===== src/rtl/priority_decoder.sv =====
// priority_decoder
//   Takes a one-hot leftmost / rightmost set-bit word pair (as emitted by the
//   priority encoder) and rebuilds the contiguous mask between the two bits,
//   the binary index of each bit and the span length. Two-stage valid/ready
//   pipeline with a global stall; illegal pairs are flagged on error_o.
//
// Ports
//   clk_i          clock, rising edge
//   srst_i         synchronous reset, active low
//   data_left_i    one-hot leftmost set bit (or zero)
//   data_right_i   one-hot rightmost set bit (or zero)
//   data_val_i     input pair valid
//   data_ready_o   input pair can be accepted this cycle
//   range_mask_o   bits right_idx..left_idx set
//   left_idx_o     binary index of data_left_i
//   right_idx_o    binary index of data_right_i
//   count_o        number of set bits in range_mask_o
//   error_o        input pair was illegal
//   data_val_o     output bundle valid
//   data_ready_i   downstream accepts the output bundle
module priority_decoder #(
  parameter  int unsigned WIDTH = 16,
  localparam int unsigned IDX_W = $clog2(WIDTH),
  localparam int unsigned CNT_W = $clog2(WIDTH) + 1
) (
  input  logic             clk_i,
  input  logic             srst_i,
  input  logic [WIDTH-1:0] data_left_i,
  input  logic [WIDTH-1:0] data_right_i,
  input  logic             data_val_i,
  output logic             data_ready_o,
  output logic [WIDTH-1:0] range_mask_o,
  output logic [IDX_W-1:0] left_idx_o,
  output logic [IDX_W-1:0] right_idx_o,
  output logic [CNT_W-1:0] count_o,
  output logic             error_o,
  output logic             data_val_o,
  input  logic             data_ready_i
);

  function automatic logic is_onehot(input logic [WIDTH-1:0] w);
    return (w != '0) && ((w & (w - WIDTH'(1))) == '0);
  endfunction

  // OR of the indices of all set bits; exact for a one-hot word.
  function automatic logic [IDX_W-1:0] onehot_to_bin(input logic [WIDTH-1:0] w);
    logic [IDX_W-1:0] b;
    b = '0;
    for (int unsigned k = 0; k < WIDTH; k++) begin
      if (w[k]) b = b | IDX_W'(k);
    end
    return b;
  endfunction

  logic en;
  logic xfer;

  assign en           = !data_val_o || data_ready_i;
  assign data_ready_o = en && srst_i;
  assign xfer         = data_val_i && data_ready_o;

  // Stage 1 combinational legality and index extraction
  logic             left_oh, right_oh;
  logic             both_zero;
  logic [IDX_W-1:0] left_bin, right_bin;
  logic             pair_err;
  logic             pair_span;

  always_comb begin
    left_oh   = is_onehot(data_left_i);
    right_oh  = is_onehot(data_right_i);
    both_zero = (data_left_i == '0) && (data_right_i == '0);
    left_bin  = onehot_to_bin(data_left_i);
    right_bin = onehot_to_bin(data_right_i);
    pair_span = left_oh && right_oh && (left_bin >= right_bin);
    pair_err  = !both_zero && !pair_span;
  end

  logic             s1_valid;
  logic             s1_err;
  logic             s1_span;
  logic [IDX_W-1:0] s1_left_idx;
  logic [IDX_W-1:0] s1_right_idx;

  always_ff @(posedge clk_i) begin
    if (!srst_i) begin
      s1_valid     <= 1'b0;
      s1_err       <= 1'b0;
      s1_span      <= 1'b0;
      s1_left_idx  <= '0;
      s1_right_idx <= '0;
    end else if (en) begin
      s1_valid     <= xfer;
      s1_err       <= pair_err;
      s1_span      <= pair_span;
      // Indices are reported only for a legal, non-empty pair.
      s1_left_idx  <= pair_span ? left_bin  : '0;
      s1_right_idx <= pair_span ? right_bin : '0;
    end
  end

  // Stage 2 combinational mask / count
  logic [WIDTH-1:0] mask_nxt;
  logic [CNT_W-1:0] count_nxt;

  always_comb begin
    mask_nxt = '0;
    for (int unsigned k = 0; k < WIDTH; k++) begin
      mask_nxt[k] = s1_span && (IDX_W'(k) >= s1_right_idx) && (IDX_W'(k) <= s1_left_idx);
    end
    // Widened to CNT_W so a full-width span (WIDTH) does not wrap.
    count_nxt = s1_span ? (CNT_W'(s1_left_idx) - CNT_W'(s1_right_idx) + CNT_W'(1)) : '0;
  end

  always_ff @(posedge clk_i) begin
    if (!srst_i) begin
      data_val_o   <= 1'b0;
      range_mask_o <= '0;
      left_idx_o   <= '0;
      right_idx_o  <= '0;
      count_o      <= '0;
      error_o      <= 1'b0;
    end else if (en) begin
      data_val_o   <= s1_valid;
      range_mask_o <= mask_nxt;
      left_idx_o   <= s1_left_idx;
      right_idx_o  <= s1_right_idx;
      count_o      <= count_nxt;
      error_o      <= s1_err;
    end
  end

endmodule

===== config.mk =====
export PLATFORM = sky130hd
export DESIGN_NAME = priority_decoder
export DESIGN_NICKNAME = d
export VERILOG_FILES = /design/src/rtl/priority_decoder.sv
export SDC_FILE = /design/constraint.sdc
export NUM_CORES = 1
export LEC_CHECK = 0
export ABC_AREA = 1
export CORE_ASPECT_RATIO = 1.5
export CORE_UTILIZATION = 45
export DETAILED_ROUTE_END_ITERATION = 16
export GPL_TIMING_DRIVEN = 0
export HOLD_SLACK_MARGIN = 0.1
export PLACE_DENSITY = 0.75
export SLEW_MARGIN = 20
export SYNTH_ARGS = -nofsm -noshare
export SYNTH_HDL_FRONTEND = slang
export SYNTH_SLANG_ARGS = --single-unit

===== constraint.sdc =====
create_clock -name clk_i -period 2.2 [get_ports clk_i]
set_clock_uncertainty 0.05 [all_clocks]
set_input_delay 0.33 -clock clk_i [delete_from_list [all_inputs] [get_ports clk_i]]
set_output_delay 0.33 -clock clk_i [all_outputs]
set_load 0.03 [all_outputs]

Word level (Yosys, flattened, before mapping)
Cells that the tools add are included.
- register bits after elaboration: 42
- bits in latches: 0
- RAM bits: 0
- ROM bits: 0
- output and inout port bits: 32
- logic and storage cells: 133
- memories: 0
- add/subtract/negate cells: 4
- $mul: 0
- divide/modulo/power cells: 0
- $lt $le $gt $ge: 33
- equal/unequal tests: 0
- shift operators: 0
- muxes and demuxes: 33
- bitwise operators: 2
- reductions and logical operators: 50
- operators with widths (operator ; number):
    4-bit 2-to-1 mux ; 18
    16-bit logical NOT ; 4
    1-bit logical AND ; 40
    16-bit bitwise AND ; 2
    4-bit >= comparator, first input constant ; 8
    4-bit <= comparator, first input constant ; 8
    16-bit nonzero test ; 2
    16-bit by 1-bit subtractor with 16-bit output, second input constant ; 2
    3-bit 2-to-1 mux ; 8
    3-bit by 4-bit >= comparator with 1-bit output, first input constant ; 4
    3-bit by 4-bit <= comparator with 1-bit output, first input constant ; 4
    1-bit by 4-bit >= comparator with 1-bit output, first input constant ; 2
    2-bit by 4-bit >= comparator with 1-bit output, first input constant ; 2
    1-bit by 4-bit <= comparator with 1-bit output, first input constant ; 2
    2-bit by 4-bit <= comparator with 1-bit output, first input constant ; 2
    2-bit 2-to-1 mux ; 4
    5-bit by 1-bit adder with 5-bit output, second input constant ; 1
    5-bit 2-to-1 mux ; 1
    4-bit by 4-bit subtractor with 5-bit output ; 1
    4-bit >= comparator ; 1
    1-bit logical NOT ; 3
    1-bit 2-to-1 mux ; 2
    1-bit logical OR ; 1

Depth between registers and ports, before layout
Gate-level depths: netlist (run 1).
- depth after elaboration: 19
- depth in mapped cells: 13

Worst setup path before layout (run 1)
Ideal clock, no wire load.
- path type: reg2reg
- start: reg s1_right_idx[2]
- end: reg count_o[4]
- library setup time: 0.070 ns
- data arrival time: 1.801 ns
- data required time: 2.080 ns
- setup slack: 0.278 ns
- cell stages (with the launch flop): 11
- buffers on the path: 1
- period minus slack after synthesis: 1.922 ns
- cell sequence: dfxtp_1 > clkbuf_1 > inv_1 > ha_1 > ha_1 > nand2_1 > nor2_1 > a211oi_1 > o21ai_0 > a21o_1 > a21oi_1
- cells in the longest elaborated chain, start to end: 3
- RTL lines (element ; line ; source):
    start, declared ; 83 ; logic [IDX_W-1:0] s1_right_idx;
    start signal, assigned ; 98 ; s1_right_idx <= pair_span ? right_bin : '0;
    4-bit by 4-bit subtractor with 5-bit output ; 112 ; count_nxt = s1_span ? (CNT_W'(s1_left_idx) - CNT_W'(s1_right_idx) + CNT_W'(1)) : '0;
    5-bit by 1-bit adder with 5-bit output ; 112 ;
    5-bit 2-to-1 mux ; 112 ;
    end signal, assigned ; 128 ; count_o <= count_nxt;
    end, declared ; 35 ; output logic [CNT_W-1:0] count_o,
Every way passes these cells.
A chain may end at the register's enable or synchronous reset.

Final worst setup path (run 1)
- start: in data_ready_i
- end: reg range_mask_o[1]
- cells in the longest elaborated chain, start to end: 1
- RTL lines (element ; line ; source):
    start, declared ; 38 ; input logic data_ready_i
    1-bit logical OR ; 58 ; assign en = !data_val_o || data_ready_i;
    end signal, assigned ; 125 ; range_mask_o <= mask_nxt;
    end, declared ; 32 ; output logic [WIDTH-1:0] range_mask_o,
Every way passes these cells.

==> results of run 1 <==
## registers in the layout, indices dropped and copies added (netlist names)
register      cells
range_mask_o     16
right_idx_o       4
left_idx_o        4
s1_err            1
s1_right_idx      4
count_o           5
s1_left_idx       4
s1_valid          1
error_o           1
s1_span           1
data_val_o        1
## synth_stat cells
cell type and number:
nand2_1 105, nor2_1 57, dfxtp_1 42, inv_1 38, a21oi_1 37, o21ai_0 16
nand4_1 12, clkbuf_1 11, ha_1 11, nor2_2 11, nand3_1 9, o211ai_1 7
o21ai_1 6, nand2_2 4, nor2_4 4, nor4_1 4, a211oi_1 3, nor3_1 3
a22oi_1 2, and2_1 2, a2111oi_0 1, a21boi_0 1, a21o_1 1, a2bb2oi_1 1
clkinv_1 1, fa_1 1, inv_2 1, nand2_4 1, nand3b_1 1, nor3_2 1
o2111ai_1 1, o21bai_1 1, xnor2_1 1
## logic make-up after synthesis
group                      Yosys count
adders and majority gates           12
buffers and inverters               51
AOI/OAI and AO/OA                   77
DFF                                 42
and+or+nand+nor                    214
xor gates and xnor gates             1
## metrics by stage
stage	cells	setup slack (ns)	power, mW
final	545	0.105	1.75
after global routing	545	-0.0716	1.81
after CTS	542	0.00261	1.75
after detailed placement	533	-0.404	1.02
after global placement	533	-0.395	1.02
after floorplan	397	0.278	0.897
## routing by layer
layer  up-vias  share of wire  track usage
met5         -              0            0
met4         0          0.041        0.148
met3        21          0.037       0.0326
met2        97           0.57        0.546
met1      1310           0.35        0.242
li1       1456              -            -
## worst max path at each step
stage	endpoint	depth (start not counted)	from
final	range_mask_o[1]	9	data_ready_i
after CTS	s1_right_idx[0]	13	data_left_i[5]
after global placement	s1_err	13	data_right_i[5]
after global routing	range_mask_o[1]	9	data_ready_i
after floorplan	count_o[4]	10	s1_right_idx[2]
after detailed placement	s1_left_idx[0]	13	data_right_i[11]
## repair_timing
item | in CTS | in global routing
gates resized for setup | 12 | 48
endpoints found under the setup margin | 12 | 13
hold buffers | 0 | 0
buffers inserted | 1 | 3
pin swaps | 10 | 20
cloned | 1 | 0
## cells in the final DEF (no fill, tap or decap), drive strengths merged
| cell type | netlist | routed |
|---|---|---|
| clkdlybuf4s50 | 0 | 37 |
| o2111ai | 1 | 1 |
| nand4 | 12 | 12 |
| o211ai | 7 | 7 |
| o21ai | 22 | 22 |
| bufinv | 0 | 2 |
| inv | 39 | 39 |
| nand3b | 1 | 1 |
| a21boi | 1 | 1 |
| ha | 11 | 11 |
| dlymetal6s2s | 0 | 20 |
| buf | 0 | 4 |
| xnor2 | 1 | 1 |
| clkbuf | 11 | 22 |
| and2 | 2 | 2 |
| o21bai | 1 | 1 |
| a211oi | 3 | 3 |
| clkinv | 1 | 1 |
| a2111oi | 1 | 1 |
| nor2 | 72 | 73 |
| dlygate4sd2 | 0 | 3 |
| nand3 | 9 | 9 |
| a21oi | 37 | 37 |
| dfxtp | 42 | 42 |
| fa | 1 | 1 |
| nor4 | 4 | 4 |
| nor3 | 4 | 4 |
| a2bb2oi | 1 | 1 |
| a22oi | 2 | 2 |
| nand2 | 110 | 110 |
| a21o | 1 | 1 |
## report_power, final
part / internal, mW / switching (mW)
Combinational: 0.0940 / 0.139
Clock: 0.484 / 0.264
Sequential: 0.768 / 0.00403
## final cells by class
type	count	area, sq um
Inverter	40	150
Sequential cell	42	843
Buffer	10	37.5
Clock buffer	6	82.6
Clock inverter	2	60.1
Multi-Input combinational cell	305	1620
Tap cell	70	87.6
Timing Repair Buffer	70	707
Fill cell	554	1900
## worst register-to-register path: stages (launching register included)
cell and delay, ns:
dfxtp_1 0.42, inv_1 0.17, ha_1 0.32, inv_1 0.06, ha_1 0.13, inv_1 0.06, fa_1 0.49, a2bb2oi_1 0.16
nor2_1 0.05
==> flow_summary_export.csv, run 1 <==
group,metric,value,unit
yosys,synth_top_family_by_area,"simple AND/OR/NAND/NOR gates",
timing,final_hold_viol_count,0,
floorplan,die_width,63.8,microns
global_routing,antenna_found_initial,0,
hold_path,min_path_type,"in2reg",
yosys,syn_area_per_cell,6.50,sq um
finish,finalNetCount,522,
clock_network,clock_path_buffers,2,
timing,fin_crit_sh,0.952,
floorplan,initial_core_util,0.470,
worst_setup_path,worst-path-buf-inv,3,
worst_setup_path,r2r-end,"count_o[2]",
yosys,synth-adder-area-share,0.0611,
place,dpl_cell_area,3330,sq um
yosys,synth.cell_area,2580,sq um
global_routing,grt_pass1_wl,12400,microns
yosys,ys_warn_count,0,
yosys,synth_compound_area_frac,0.168,
floorplan,rows,33,
route,wl_per_cell,13.7,microns
clock_network,clk_latency,0.30,ns
timing,fmax,477,MHz
pwr,vdd_drop_max,264,uV
clock_network,path_clk_slew,0.08,ns
worst_setup_path,critPathCaptureType,"flop",
route,drtIter0Drc,146,
worst_setup_path,path_delay_family,"simple AND/OR/NAND/NOR gates",
route,drt_wl_total,7460,microns
place,port_buffers,66,
yosys,synth_area_leaders,"dfxtp_1 33%, nand2_1 15%, nor2_1 8.3%, a21oi_1 7.2%, inv_1 5.5%",
worst_setup_path,r2r_slack,0.16,ns
hold_path,min_to,"error_o",
worst_setup_path,critPathSlowestCell,"clkdlybuf4s50_1",
worst_setup_path,cp-start-kind,"input pin",
route,ant_nets,0,
yosys,post_synth_num_cell_types,33,
pwr,power.leakage,1.54,nW
clock_network,cts_sinks,42,
yosys,synthSimpleGateAreaFrac,0.367,
worst_setup_path,arrival,2.27,ns
route,vias_per_cell,5.29,
yosys,synthXorXnorAreaFrac,0.00339,
place,dpl.hpwl,6000,microns
timing,worst_pin_slew,0.697,ns
worst_setup_path,crit_required,2.38,ns
route,vias,2884,
yosys,synth_top_area_share,0.326,
worst_setup_path,path_cells,"clkdlybuf4s50_1 > nor2_4 > inv_2 > nand2_1 > nor2_1 > inv_1 > nor3_1 > o21ai_0 > a21oi_1",
floorplan,ios,68,
timing,rsz0062_at_grt,"yes",
route,drc,0,
yosys,synth_mux_area_frac,0,
place,routabilityCongestion,0.961,
timing,finalSetupTns,0,ns
yosys,synth-seq-area-share,0.326,
timing,slew_headroom,0.523,
run,cap_viol_max_count,0,
worst_setup_path,crit_fanout,10,
timing,period_minus_slack,2.09,ns
worst_setup_path,slowest_delay,0.51,ns
floorplan,core-area,5490,sq um
outcome,outcome,"finished clean",
worst_setup_path,r2r_cells,8,
hold_path,min_from,"srst_i",
global_routing,overflow,0,
clock_network,h-tree-depth,2,
global_routing,grt_pass1_vias,2802,
route,first_pass_iters,5,
global_routing,grt_max_degree,14,
finish,final_cell_area,3590,sq um
finish,area_delta_synth_final,39.1,%
yosys,synth-seq-cells,42,
yosys,yosys.area.top_type,"dfxtp_1",
worst_setup_path,path_class,"in2reg",
floorplan,die_height,94.8,microns
hold_path,whs_path_depth,3,
timing,holdWs,0.370,ns
global_routing,track_usage,0.266,
clock_network,cts_tree,"yes",
clock_network,cts_buffers,5,
yosys,synthesis.instances,397,
finish,drive_gt1_frac,0.118,
worst_setup_path,timing.rr.start,"s1_left_idx[1]",
timing,setup_viol,0,
finish,diodes,0,
yosys,syn-num-nets,445,
finish,final_util,0.654,
floorplan,fp.dieArea,6050,sq um
pwr,p_per_area,488,nW/um^2
clock_network,root_buffer,"clkbuf_8",
timing,drv_slew,0,
No activity file was read; power rests on OpenSTA's default activity.
==> run 2: changes to the inputs <==
--- a/config.mk
+++ b/config.mk
@@ -6,6 +6,7 @@
 export NUM_CORES = 1
 export LEC_CHECK = 0
 export ABC_AREA = 1
+export ABC_CLOCK_PERIOD_IN_PS = 2200
 export CORE_ASPECT_RATIO = 1.5
 export CORE_UTILIZATION = 45
 export DETAILED_ROUTE_END_ITERATION = 16
==> results of run 2 <==
No change in the layout: final DEF, timing and power equal those of run 1.
==> run 3: changes to the inputs <==
--- a/config.mk
+++ b/config.mk
@@ -10,8 +10,7 @@
 export CORE_ASPECT_RATIO = 1.5
 export CORE_UTILIZATION = 45
 export DETAILED_ROUTE_END_ITERATION = 16
-export GPL_TIMING_DRIVEN = 0
-export HOLD_SLACK_MARGIN = 0.1
+export HOLD_SLACK_MARGIN = 0.02
 export PLACE_DENSITY = 0.75
 export SLEW_MARGIN = 20
 export SYNTH_ARGS = -nofsm -noshare
==> run 3 against run 2 <==
- cell count grew 10%
- non-clock buffer count increased by 54
- critical path type unchanged
- die area did not move
- clock-buffer cell count is the same
==> flow_summary_export.csv, run 3 (synthesis gave the netlist of run 1 again) <==
group,metric,value,unit
timing,drv_slew,0,
pwr,pwr-share-seq,0.488,
global_routing,antenna_found_initial,0,
timing,rsz0062_at_grt,"yes",
clock_network,cts_tree,"yes",
clock_network,h-tree-depth,2,
pwr,clockPowerShare,0.324,
finish,diodes,0,
floorplan,fp.dieArea,6050,sq um
pwr,swShare,0.262,
hold_path,min_from,"s1_valid",
worst_setup_path,cp-start-kind,"input pin",
route,drt_wl_total,8080,microns
route,first_pass_iters,4,
pwr,comb_power_share,0.188,
floorplan,core-area,5490,sq um
hold_path,min_path_type,"reg2reg",
route,vias_per_cell,5.25,
place,routabilityCongestion,0.963,
finish,drive_gt1_frac,0.213,
timing,fmax,469,MHz
place,dpl.hpwl,6280,microns
route,drc,0,
finish,finalNetCount,577,
worst_setup_path,timing.rr.start,"s1_right_idx[3]",
finish,final_common_cell,"nand2_1",
timing,setup_viol,0,
run,cap_viol_max_count,0,
finish,regArea,841,sq um
clock_network,root_buffer,"clkbuf_8",
pwr,vdd_drop_max,242,uV
place,port_buffers,67,
floorplan,initial_core_util,0.470,
worst_setup_path,cp-startpoint,"data_right_i[6]",
floorplan,ios,68,
worst_setup_path,crit_required,2.32,ns
clock_network,cts_sinks,42,
finish,reg.largest.list,"range_mask_o x16, count_o x5",
worst_setup_path,crit_fanout,5,
timing,period_minus_slack,2.13,ns
worst_setup_path,arrival,2.25,ns
timing,worst_pin_slew,0.432,ns
finish,fill_cells,464,
timing,fin_crit_sh,0.969,
finish,top_register,"range_mask_o",
pwr,p_switching,414,uW
global_routing,grt_pass1_vias,2936,
finish,largest_reg_flops,16,
clock_network,clock_path_buffers,2,
clock_network,path_clk_slew,0.08,ns
route,vias,3147,
global_routing,overflow,0,
route,ant_nets,0,
route,wl_per_cell,13.5,microns
finish,multiInputGateArea,1640,sq um
outcome,outcome,"finished clean",
timing,final_hold_viol_count,0,
pwr,p_int,1.17,mW
route,drtIter0Drc,115,
global_routing,grt_pass1_wl,12800,microns
floorplan,die_width,63.8,microns
global_routing,grt_max_degree,37,
finish,final_cell_mix,"104 x nand2_1, 68 x buf_4, 52 x nor2_1",
clock_network,clk_latency,0.29,ns
pwr,p_per_area,393,nW/um^2
worst_setup_path,critPathCaptureType,"flop",
timing,finalSetupTns,0,ns
finish,area_delta_synth_final,56.0,%
pwr,power.leakage,1.77,nW
worst_setup_path,path_class,"in2reg",
worst_setup_path,r2r_slack,0.25,ns
floorplan,die_height,94.8,microns
timing,slew_headroom,0.711,
global_routing,track_usage,0.271,
timing,holdWs,0.411,ns
floorplan,rows,33,
clock_network,cts_buffers,5,
-- run 3: changes by cell type in the layout (fill, tap and decap cells not counted), moves of 2 or more --
cell,previous run,this run
nor4_1,3,0
clkdlybuf4s50_1,37,49
dfxtp_1,40,42
dfxtp_2,2,0
nor2_2,16,13
nor4_2,1,4
bufinv_16,2,0
nor2_1,48,52
buf_4,4,68
dlymetal6s2s_1,20,17
clkbuf_1,10,0
dlygate4sd2_1,3,0
clkbuf_2,6,0
-- run 3: through the flow --
stage	utilization	instance area [sq um]	power [mW]	std cells	setup slack [ns]
2_1_floorplan	-	2580	0.897	397	0.278
3_3_place_gp	0.686	3770	1.07	586	-0.283
3_5_place_dp	0.686	3770	1.08	586	-0.326
4_1_cts	0.705	3870	1.58	594	0.00219
5_1_grt	0.733	4030	1.64	600	-0.0670
6_report	0.733	4030	1.58	600	0.0675
-- run 3: per-layer routing --
metal  wire [microns]  track usage  vias up
met1             2770        0.244     1420
li1                 -            -     1574
met4              456        0.136        0
met5                0            0        -
met2             4630        0.570      114
met3              230       0.0314       39
-- run 3: power by group through the flow --
stage / clock (mW) / sequential (mW) / combinational [mW]
2_1_floorplan: 0 / 0.801 / 0.0960
3_3_place_gp: 0 / 0.789 / 0.282
3_5_place_dp: 0 / 0.790 / 0.286
4_1_cts: 0.516 / 0.772 / 0.287
5_1_grt: 0.545 / 0.773 / 0.322
6_report: 0.512 / 0.772 / 0.297
-- run 3: what timing repair did --
| action | in CTS | in global routing |
|---|---|---|
| pin swaps | 1 | 17 |
| hold buffers | 0 | 0 |
| gates resized for setup | 1 | 34 |
| cloned | 0 | 2 |
| setup endpoints to repair | 4 | 10 |
| setup buffers | 0 | 4 |
-- run 3: worst max-delay path, stage by stage --
cell and delay (ns):
clkdlybuf4s50_1 0.47, nor3_1 0.20, nand4_1 0.14, inv_1 0.08
ha_1 0.23, a21oi_2 0.14, o21bai_1 0.09, a21oi_2 0.28
nor2_4 0.09, nand4_1 0.11, a21oi_1 0.06
-- run 3: worst paths after layout --
kind | end | cells past startpoint
setup / recovery | s1_left_idx[0] | 11
hold / removal | s1_valid | 2
setup reg to reg | count_o[4] | 9
hold reg to reg | s1_valid | 2
-- run 3: area by class of cell --
class                      instances  area share
sequential                        42       0.209
inverter                          40      0.0373
clock inverter                     2     0.00311
tap                               70      0.0218
clock buffer                       6      0.0205
timing repair buffer             134       0.301
multi-input combinational        306       0.407
